===== config.mk =====
export PLATFORM = sky130hd
export DESIGN_NAME = acm_in_packetizer
export DESIGN_NICKNAME = d
export VERILOG_FILES = /design/src/rtl/acm_pkg.sv /design/src/rtl/acm_fifo_sync.sv /design/src/rtl/acm_in_packetizer.sv
export SDC_FILE = /design/constraint.sdc
export NUM_CORES = 1
export LEC_CHECK = 0
export CORE_UTILIZATION = 30
export CTS_CLUSTER_DIAMETER = 40
export DETAILED_ROUTE_END_ITERATION = 10
export HOLD_SLACK_MARGIN = 0.03
export PLACE_DENSITY = 0.44
export SYNTH_ARGS = -nofsm -noshare
export SYNTH_HDL_FRONTEND = slang
export SYNTH_SLANG_ARGS = --single-unit

===== constraint.sdc =====
create_clock -name clk_usb -period 3.8 [get_ports clk_usb]
set_input_delay 0.57 -clock clk_usb [delete_from_list [all_inputs] [get_ports clk_usb]]
set_output_delay 0.57 -clock clk_usb [all_outputs]
set_load 0.02 [all_outputs]

===== src/rtl/acm_pkg.sv =====
// Constants and FSM encoding shared by the ACM IN packetizer and its bench.
package acm_pkg;

  localparam int ACM_DEPTH        = 128;
  localparam int ACM_MAX_PKT      = 64;
  localparam int ACM_IDLE_TIMEOUT = 4800;

  typedef enum logic [1:0] {
    ST_IDLE  = 2'd0,
    ST_FILL  = 2'd1,
    ST_DRAIN = 2'd2
  } acm_state_t;

endpackage


===== src/rtl/acm_fifo_sync.sv =====
// Single-clock FIFO, RAM storage plus a registered head word (head valid 2 cycles after a write into empty).
// not_full is registered and drops as soon as DEPTH entries are held; writes are ignored when full.
module acm_fifo_sync #(
  parameter int DEPTH = 128,
  parameter int WIDTH = 8
) (
  input  logic                   clk_usb,
  input  logic                   rst_usb,
  input  logic                   wr_en,
  input  logic [WIDTH-1:0]       wr_data,
  input  logic                   rd_en,
  output logic [WIDTH-1:0]       head,
  output logic [$clog2(DEPTH):0] count,
  output logic                   not_full
);

  localparam int AW = $clog2(DEPTH);
  localparam int CW = AW + 1;

  logic [WIDTH-1:0] mem [DEPTH];
  logic [AW-1:0]    wr_ptr;
  logic [AW-1:0]    rd_ptr;
  logic             head_valid;
  logic             wr_fire;
  logic             rd_fire;
  logic             load;
  logic [CW-1:0]    ram_cnt;
  logic [CW-1:0]    count_nxt;

  assign wr_fire   = wr_en & not_full;
  assign rd_fire   = rd_en & head_valid;
  // count includes the head register, so the RAM alone holds count - head_valid
  assign ram_cnt   = count - {{AW{1'b0}}, head_valid};
  assign load      = (ram_cnt != '0) && (!head_valid || rd_fire);
  assign count_nxt = count + {{AW{1'b0}}, wr_fire} - {{AW{1'b0}}, rd_fire};

  always_ff @(posedge clk_usb) begin
    if (wr_fire) mem[wr_ptr] <= wr_data;
  end

  always_ff @(posedge clk_usb or posedge rst_usb) begin
    if (rst_usb) begin
      wr_ptr     <= '0;
      rd_ptr     <= '0;
      count      <= '0;
      head       <= '0;
      head_valid <= 1'b0;
      not_full   <= 1'b0;
    end else begin
      if (wr_fire) wr_ptr <= wr_ptr + 1'b1;
      if (load) begin
        head       <= mem[rd_ptr];
        rd_ptr     <= rd_ptr + 1'b1;
        head_valid <= 1'b1;
      end else if (rd_fire) begin
        head_valid <= 1'b0;
      end
      count    <= count_nxt;
      not_full <= (count_nxt != CW'(DEPTH));
    end
  end

endmodule


===== src/rtl/acm_in_packetizer.sv =====
// Store-and-forward packetizer: emits MAX_PKT packets, or a short packet after IDLE_TIMEOUT idle cycles.
// Output held while m_ready is low; input accepted whenever the FIFO is not full, including during DRAIN.
module acm_in_packetizer
  import acm_pkg::*;
#(
  parameter int DEPTH        = ACM_DEPTH,
  parameter int MAX_PKT      = ACM_MAX_PKT,
  parameter int IDLE_TIMEOUT = ACM_IDLE_TIMEOUT
) (
  input  logic                   clk_usb,
  input  logic                   rst_usb,
  input  logic [7:0]             s_data,
  input  logic                   s_valid,
  output logic                   s_ready,
  output logic [7:0]             m_data,
  output logic                   m_last,
  output logic                   m_valid,
  input  logic                   m_ready,
  output logic                   flush_now,
  output logic [$clog2(DEPTH):0] fill_level
);

  localparam int CW = $clog2(DEPTH) + 1;
  localparam int TW = $clog2(IDLE_TIMEOUT + 1);

  acm_state_t    state;
  logic [TW-1:0] idle_cnt;
  logic [CW-1:0] remaining;
  logic [CW-1:0] fill_after;
  logic          short_pkt;
  logic          accept;
  logic          pop;

  assign accept     = s_valid & s_ready;
  assign pop        = m_valid & m_ready;
  assign fill_after = fill_level + {{(CW-1){1'b0}}, accept} - {{(CW-1){1'b0}}, pop};

  acm_fifo_sync #(
    .DEPTH (DEPTH),
    .WIDTH (8)
  ) u_fifo (
    .clk_usb  (clk_usb),
    .rst_usb  (rst_usb),
    .wr_en    (accept),
    .wr_data  (s_data),
    .rd_en    (pop),
    .head     (m_data),
    .count    (fill_level),
    .not_full (s_ready)
  );

  always_ff @(posedge clk_usb or posedge rst_usb) begin
    if (rst_usb) begin
      state     <= ST_IDLE;
      idle_cnt  <= '0;
      remaining <= '0;
      short_pkt <= 1'b0;
      m_valid   <= 1'b0;
      m_last    <= 1'b0;
      flush_now <= 1'b0;
    end else begin
      flush_now <= 1'b0;
      case (state)
        ST_IDLE: begin
          idle_cnt <= '0;
          if (accept) state <= ST_FILL;
        end
        ST_FILL: begin
          idle_cnt <= accept ? '0 : idle_cnt + 1'b1;
          if (fill_level >= CW'(MAX_PKT)) begin
            state     <= ST_DRAIN;
            remaining <= CW'(MAX_PKT);
            short_pkt <= 1'b0;
            m_valid   <= 1'b1;
            m_last    <= (MAX_PKT == 1);
            idle_cnt  <= '0;
          // a byte arriving on the timeout cycle restarts the idle window instead
          end else if (!accept && idle_cnt == TW'(IDLE_TIMEOUT - 1) && fill_level != '0) begin
            state     <= ST_DRAIN;
            remaining <= fill_level;
            short_pkt <= 1'b1;
            m_valid   <= 1'b1;
            m_last    <= (fill_level == CW'(1));
            idle_cnt  <= '0;
          end
        end
        ST_DRAIN: begin
          idle_cnt <= '0;
          if (pop) begin
            remaining <= remaining - 1'b1;
            m_last    <= (remaining == CW'(2));
            if (m_last) begin
              m_valid   <= 1'b0;
              m_last    <= 1'b0;
              flush_now <= short_pkt;
              state     <= (fill_after != '0) ? ST_FILL : ST_IDLE;
            end
          end
        end
        default: state <= ST_IDLE;
      endcase
    end
  end

endmodule


# Yosys cells after proc, flatten, opt, wreduce, memory -nomap -nowiden
# Memory sizes are Yosys's and may differ from the RTL's. A register that Yosys moved wholly into a read port is not among the register bits.
# Index checks and enable logic that the tools add are counted.
# totals
register_bits	51
ram_bits	1024
input_bits	12
word_cells	89
out_inout_bits	20
n_memories	1
# classes
reduce_logical	19
magnitude_cmp	1
n_eq_ne	10
bitwise_logic	4
add_sub_neg	9
muxes	33
# mem_list
memory	words	width	rd	rd_clocked_by_memory_dff	write_ports	line	rtl
u_fifo.mem	128	8	1	1	1	acm_fifo_sync.sv:20	logic [WIDTH-1:0] mem [DEPTH];
# ops
operator	count
$mux W13	3
$pmux W13 S2	1
$mux W8	3
$reduce_bool A8 Y1	3
$sub A8 B1 Y8	3
$mux W1	17
$add A8 B1 Y8	2
$pmux W8 S2	1
$add A7 B1 Y7 const B	2
$add A13 B1 Y13 const B	1
$eq A13 B13 Y1 const B	1
$mux W2	5
$eq A8 B1 Y1 const B	1
$eq A8 B2 Y1 const B	1
$ge A8 B7 Y1 const B	1
$ne A8 B8 Y1 const B	1
$reduce_and A4 Y1	2
$reduce_bool A2 Y1	4
$sub A8 B1 Y8 const B	1
$ne A2 B2 Y1 const B	3
$pmux W2 S3	1
$and A1 B1 Y1	4
$pmux W1 S2	2
$logic_and A1 B1 Y1	3
9 further kinds	10

# Depth between registers and ports, before layout
# depth
depth_word	8
depth_mapped	13
depth_no_buf	12

# Modules after synthesis
# From an unflattened synthesis, not the netlist that was laid out.
# hier_totals
cells_unflattened	2297
area_unflattened_um2	43997.2
# modules_own_cells
module	seq_area_each_um2	n_inst	area_each_um2	cells_per_inst
acm_fifo_sync	31550.3	1	42010.3	2064
acm_in_packetizer	675.6	1	1986.9	233

# Worst setup path before layout
# No wires, ideal clock.
# synth_timing
kind	input to register
start	input port s_valid
end	register u_fifo.not_full
cell_stages	13
n_path_buf	2
setup_ns	0.138
required_time_ns	3.662
setup_slack_ns	0.453
arrival_time_ns	3.208
cell_sequence	nand2_1 clkbuf_1 inv_1 clkbuf_1 ha_1 inv_1 fa_1 nor2_1 nor2_1 o21bai_1 xnor2_1 or4_1 or4b_1
# synth_via
elab_chain_cells	5
# synth_rtl
item	line	rtl
from (decl)	acm_in_packetizer.sv:13	input logic s_valid,
$and A1 B1 Y1	acm_in_packetizer.sv:34	assign accept = s_valid & s_ready;
$and A1 B1 Y1	acm_fifo_sync.sv:30	assign wr_fire = wr_en & not_full;
via u_fifo.wr_fire	acm_fifo_sync.sv:24	logic wr_fire;
$add A8 B1 Y8	acm_fifo_sync.sv:35	assign count_nxt = count + {{AW{1'b0}}, wr_fire} - {{AW{1'b0}}, rd_fire};
$sub A8 B1 Y8	acm_fifo_sync.sv:35	
via u_fifo.count_nxt[4]	acm_fifo_sync.sv:28	logic [CW-1:0] count_nxt;
$ne A8 B8 Y1	acm_fifo_sync.sv:59	not_full <= (count_nxt != CW'(DEPTH));
to (signal assigned)	acm_fifo_sync.sv:59	
to (decl)	acm_fifo_sync.sv:14	output logic not_full
# The timed path passes the listed nets, and every way through them passes these cells.
# A chain may end at the register's enable or synchronous reset.

==> results.tsv <==
stage	metric	value	unit
final_layout	syn_to_final_growth	21.1	%
setup_path	critPathArrivalTime	4020	ps
detailed_routing	drt_iter0_drc	1725	
setup_path	cpPeakStageDelay	770	ps
setup_path	cp_slowest_cell	a2111oi_0	
setup_path	endpoint_kind	flip-flop	
sta	setup_slack	475	ps
sta	skew	33.7	ps
detailed_routing	first_pass_iters	5	
floorplan	core_area	0.146	mm^2
detailed_routing	vias	23394	
worst_hold_path	min_path_type	in2async	
detailed_routing	via_per_inst	4.98	
logic_synthesis	synth_edf_count	1024	
logic_synthesis	ys_ff_latch	1083	
clocking	clk_pin_slew	50	ps
sta	setup_viol	0	
logic_synthesis	postSynth.asyncResetShare	5.45	%
final_layout	final_cell_mix	1024 x edfxtp_1, 209 x buf_4, 185 x mux2i_1	
outcome	outcome	finished clean	
power_and_ir_drop	power	31.4	mW
clocking	cts_sinks	1083	
floorplan	die_x	385	um
clocking	clk_latency	790	ps
final_layout	drive_gt1_share	24.3	%
logic_synthesis	synth_nets	2393	
final_layout	final-seq-area	0.0322	mm^2
logic_synthesis	yosys_most_used_dff	edfxtp_1	
logic_synthesis	syn_inst	2356	
clocking	root_buffer	clkbuf_16	
global_routing	grt_max_degree	83	
final_layout	mostFrequentLayoutCell	edfxtp_1	
floorplan	rows	140	
sta	min_period	3320	ps
setup_path	worst-setup-path-type	reg2reg	
clocking	ctsResizeCount	0	
clocking	clockBufferDepth	3	
global_routing	antenna_found_initial	1	
power_and_ir_drop	p_leak	16.9	nW
sta	rsz0062_at_grt	no	
logic_synthesis	ys_seq_area_share	73.4	%
clocking	post_cts_buffers	0	
floorplan	start_util	30.2	%
setup_path	crit_family	compound AO/OA/AOI/OAI gates	
final_layout	nNetsFinal	2678	
logic_synthesis	synth.distinct_cells	75	
placed_design	gp_congestion	0.805	
placed_design	dp_hpwl	80500	um
logic_synthesis	synth_area	0.0439	mm^2
clocking	cts_buffers	163	
setup_path	cp-start-kind	flip-flop	
global_routing	grt-ovfl-total	0	
detailed_routing	drc	0	
clocking	cts_max_level	4	
clocking	cts_tree	yes	
global_routing	grt_pass1_wl	180000	um
setup_path	cpMostUsedCell	buf_4	
floorplan	die_y	385	um
final_layout	n_fill_cell	13471	
final_layout	multi_input_area	0.0106	mm^2
placed_design	portBuffers	31	
logic_synthesis	synth_top_area_share	70.0	%
detailed_routing	drt_wl_total	125000	um
job	maxCapViolCount	0	
logic_synthesis	synth_area_leaders	edfxtp_1 70%, mux4_2 7.4%, mux2i_1 4.2%, dfrtp_1 3.4%, mux4_1 2.3%	
power_and_ir_drop	p_per_area	590	mW/mm^2
placed_design	dpl_worst_slack	82.3	ps
sta	finalCritPeriodShare	87.5	%
logic_synthesis	synth_area_leader_cell	edfxtp_1	
final_layout	diodes	0	
setup_path	crit_fanout	17	
sta	relSlewSlack	25.7	%
setup_path	required	4490	ps
power_and_ir_drop	vdd_ir_drop_max	0.432	mV
sta	worstMarginPinSlew	1110	ps
setup_path	crit_chain	buf_12 > buf_4 > and2b_1 > a22oi_1 > a21oi_1 > a2111oi_0 > buf_4 > nor4_1 > nor3_1	
detailed_routing	ant_nets	0	
global_routing	grt_usage	17.0	%
sta	slew_violations	0	
logic_synthesis	avgSynthCellArea	18.6	um^2
global_routing	grt_pass1_vias	24619	
detailed_routing	route.detailed.wl_per_inst	26.5	um
setup_path	timing.critical_path.buf_inv	3	
floorplan	pin_count	32	
sta	fmax	0.301	GHz
logic_synthesis	yosys_warnings	0	
floorplan	die_area	0.148	mm^2
clocking	cts_hold_buf	0	
sta	hold_viol	0	
==> layout make-up <==
class | instances | share of cell area [%]
multi-input cells | 1117 | 19.9
repair buffers | 250 | 4.06
clock inverters | 125 | 2.94
inverters | 26 | 0.184
clock buffers | 178 | 7.79
flip-flops and latches | 1083 | 60.6
well taps | 1917 | 4.51
==> cells in the mapped netlist, drive strengths merged (23+ instances only) <==
cell type,count
nand3,32
mux4,184
a21oi,51
clkbuf,44
ha,23
nand2,78
inv,26
nor2,181
mux2i,185
dfrtp,59
o21ai,71
o22ai,42
edfxtp,1024
buf,86
==> worst register-to-register path, cell delays in order, from the launching register on <==
cell and delay, ps:
dfrtp_4 610, buf_12 280, buf_4 320, and2b_1 390, a22oi_1 260, a21oi_1 120
a2111oi_0 770, buf_4 230, nor4_1 60, nor3_1 210
==> power by group <==
group | internal (mW) | switching, mW
logic | 0.729 | 1.58
clock network | 9.73 | 5.76
registers | 13.4 | 0.229
==> layer usage <==
layer	vias to the layer above	share of wire, %	global-route usage (%)
met5	-	0.010	0
met4	2	2.3	5.16
met3	190	4.0	2.90
met2	537	50	28.7
met1	12463	44	22.3
li1	10202	-	-
==> cells by family (layout without fill, tap and decap cells) <==
| kind of cell | count (synthesis) | in the layout | share of synthesized area, % |
|---|---|---|---|
| DFF | 1083 | 1083 | 73.4 |
| AOI/OAI and AO/OA | 287 | 287 | 4.32 |
| and+or+nand+nor | 399 | 399 | 4.22 |
| buffers and inverters | 156 | 579 | 2.58 |
| xor gates and xnor gates | 26 | 26 | 0.518 |
| adders and majority gates | 25 | 25 | 0.746 |
| muxes | 380 | 380 | 14.3 |
==> per-stage QoR <==
stage	instance area [um^2]	std cells	utilization (%)	hold slack, ps	TNS (ps)
4_1_cts	53200	4696	36.5	187	0
2_1_floorplan	43900	2356	-	461	0
3_3_place_gp	47500	4393	32.6	487	-42.3
6_report	53200	4696	36.5	224	0
5_1_grt	53200	4696	36.5	219	0
3_5_place_dp	47500	4393	32.6	512	0
==> registers in the layout, summed over array words and instances (netlist names) <==
signal,count
idle_cnt,13
m_last,1
u_fifo.rd_ptr,7
u_fifo.mem,1024
short_pkt,1
flush_now,1
u_fifo.not_full,1
u_fifo.count,8
m_valid,1
remaining,8
u_fifo.head,8
state,2
u_fifo.wr_ptr,7
u_fifo.head_valid,1
==> final timing paths <==
check / startpoint / endpoint / slack, ps / cells past startpoint
min reg2reg: idle_cnt[5]$_DFFE_PP0P_ / idle_cnt[5]$_DFFE_PP0P_ / 510 / 1
min in group clk_usb: s_data[0] / u_fifo.mem[30][0]$_DFFE_PP_ / 240 / 1
max in group asynchronous: rst_usb / idle_cnt[2]$_DFFE_PP0P_ / 2590 / 3
max: u_fifo.rd_ptr[1]$_DFFE_PP0P_ / u_fifo.head[4]$_DFFE_PP0P_ / 480 / 9
min: rst_usb / u_fifo.head[5]$_DFFE_PP0P_ / 220 / 2
max reg2reg: u_fifo.rd_ptr[1]$_DFFE_PP0P_ / u_fifo.head[4]$_DFFE_PP0P_ / 480 / 9
Power figures use the tool's default switching activity.
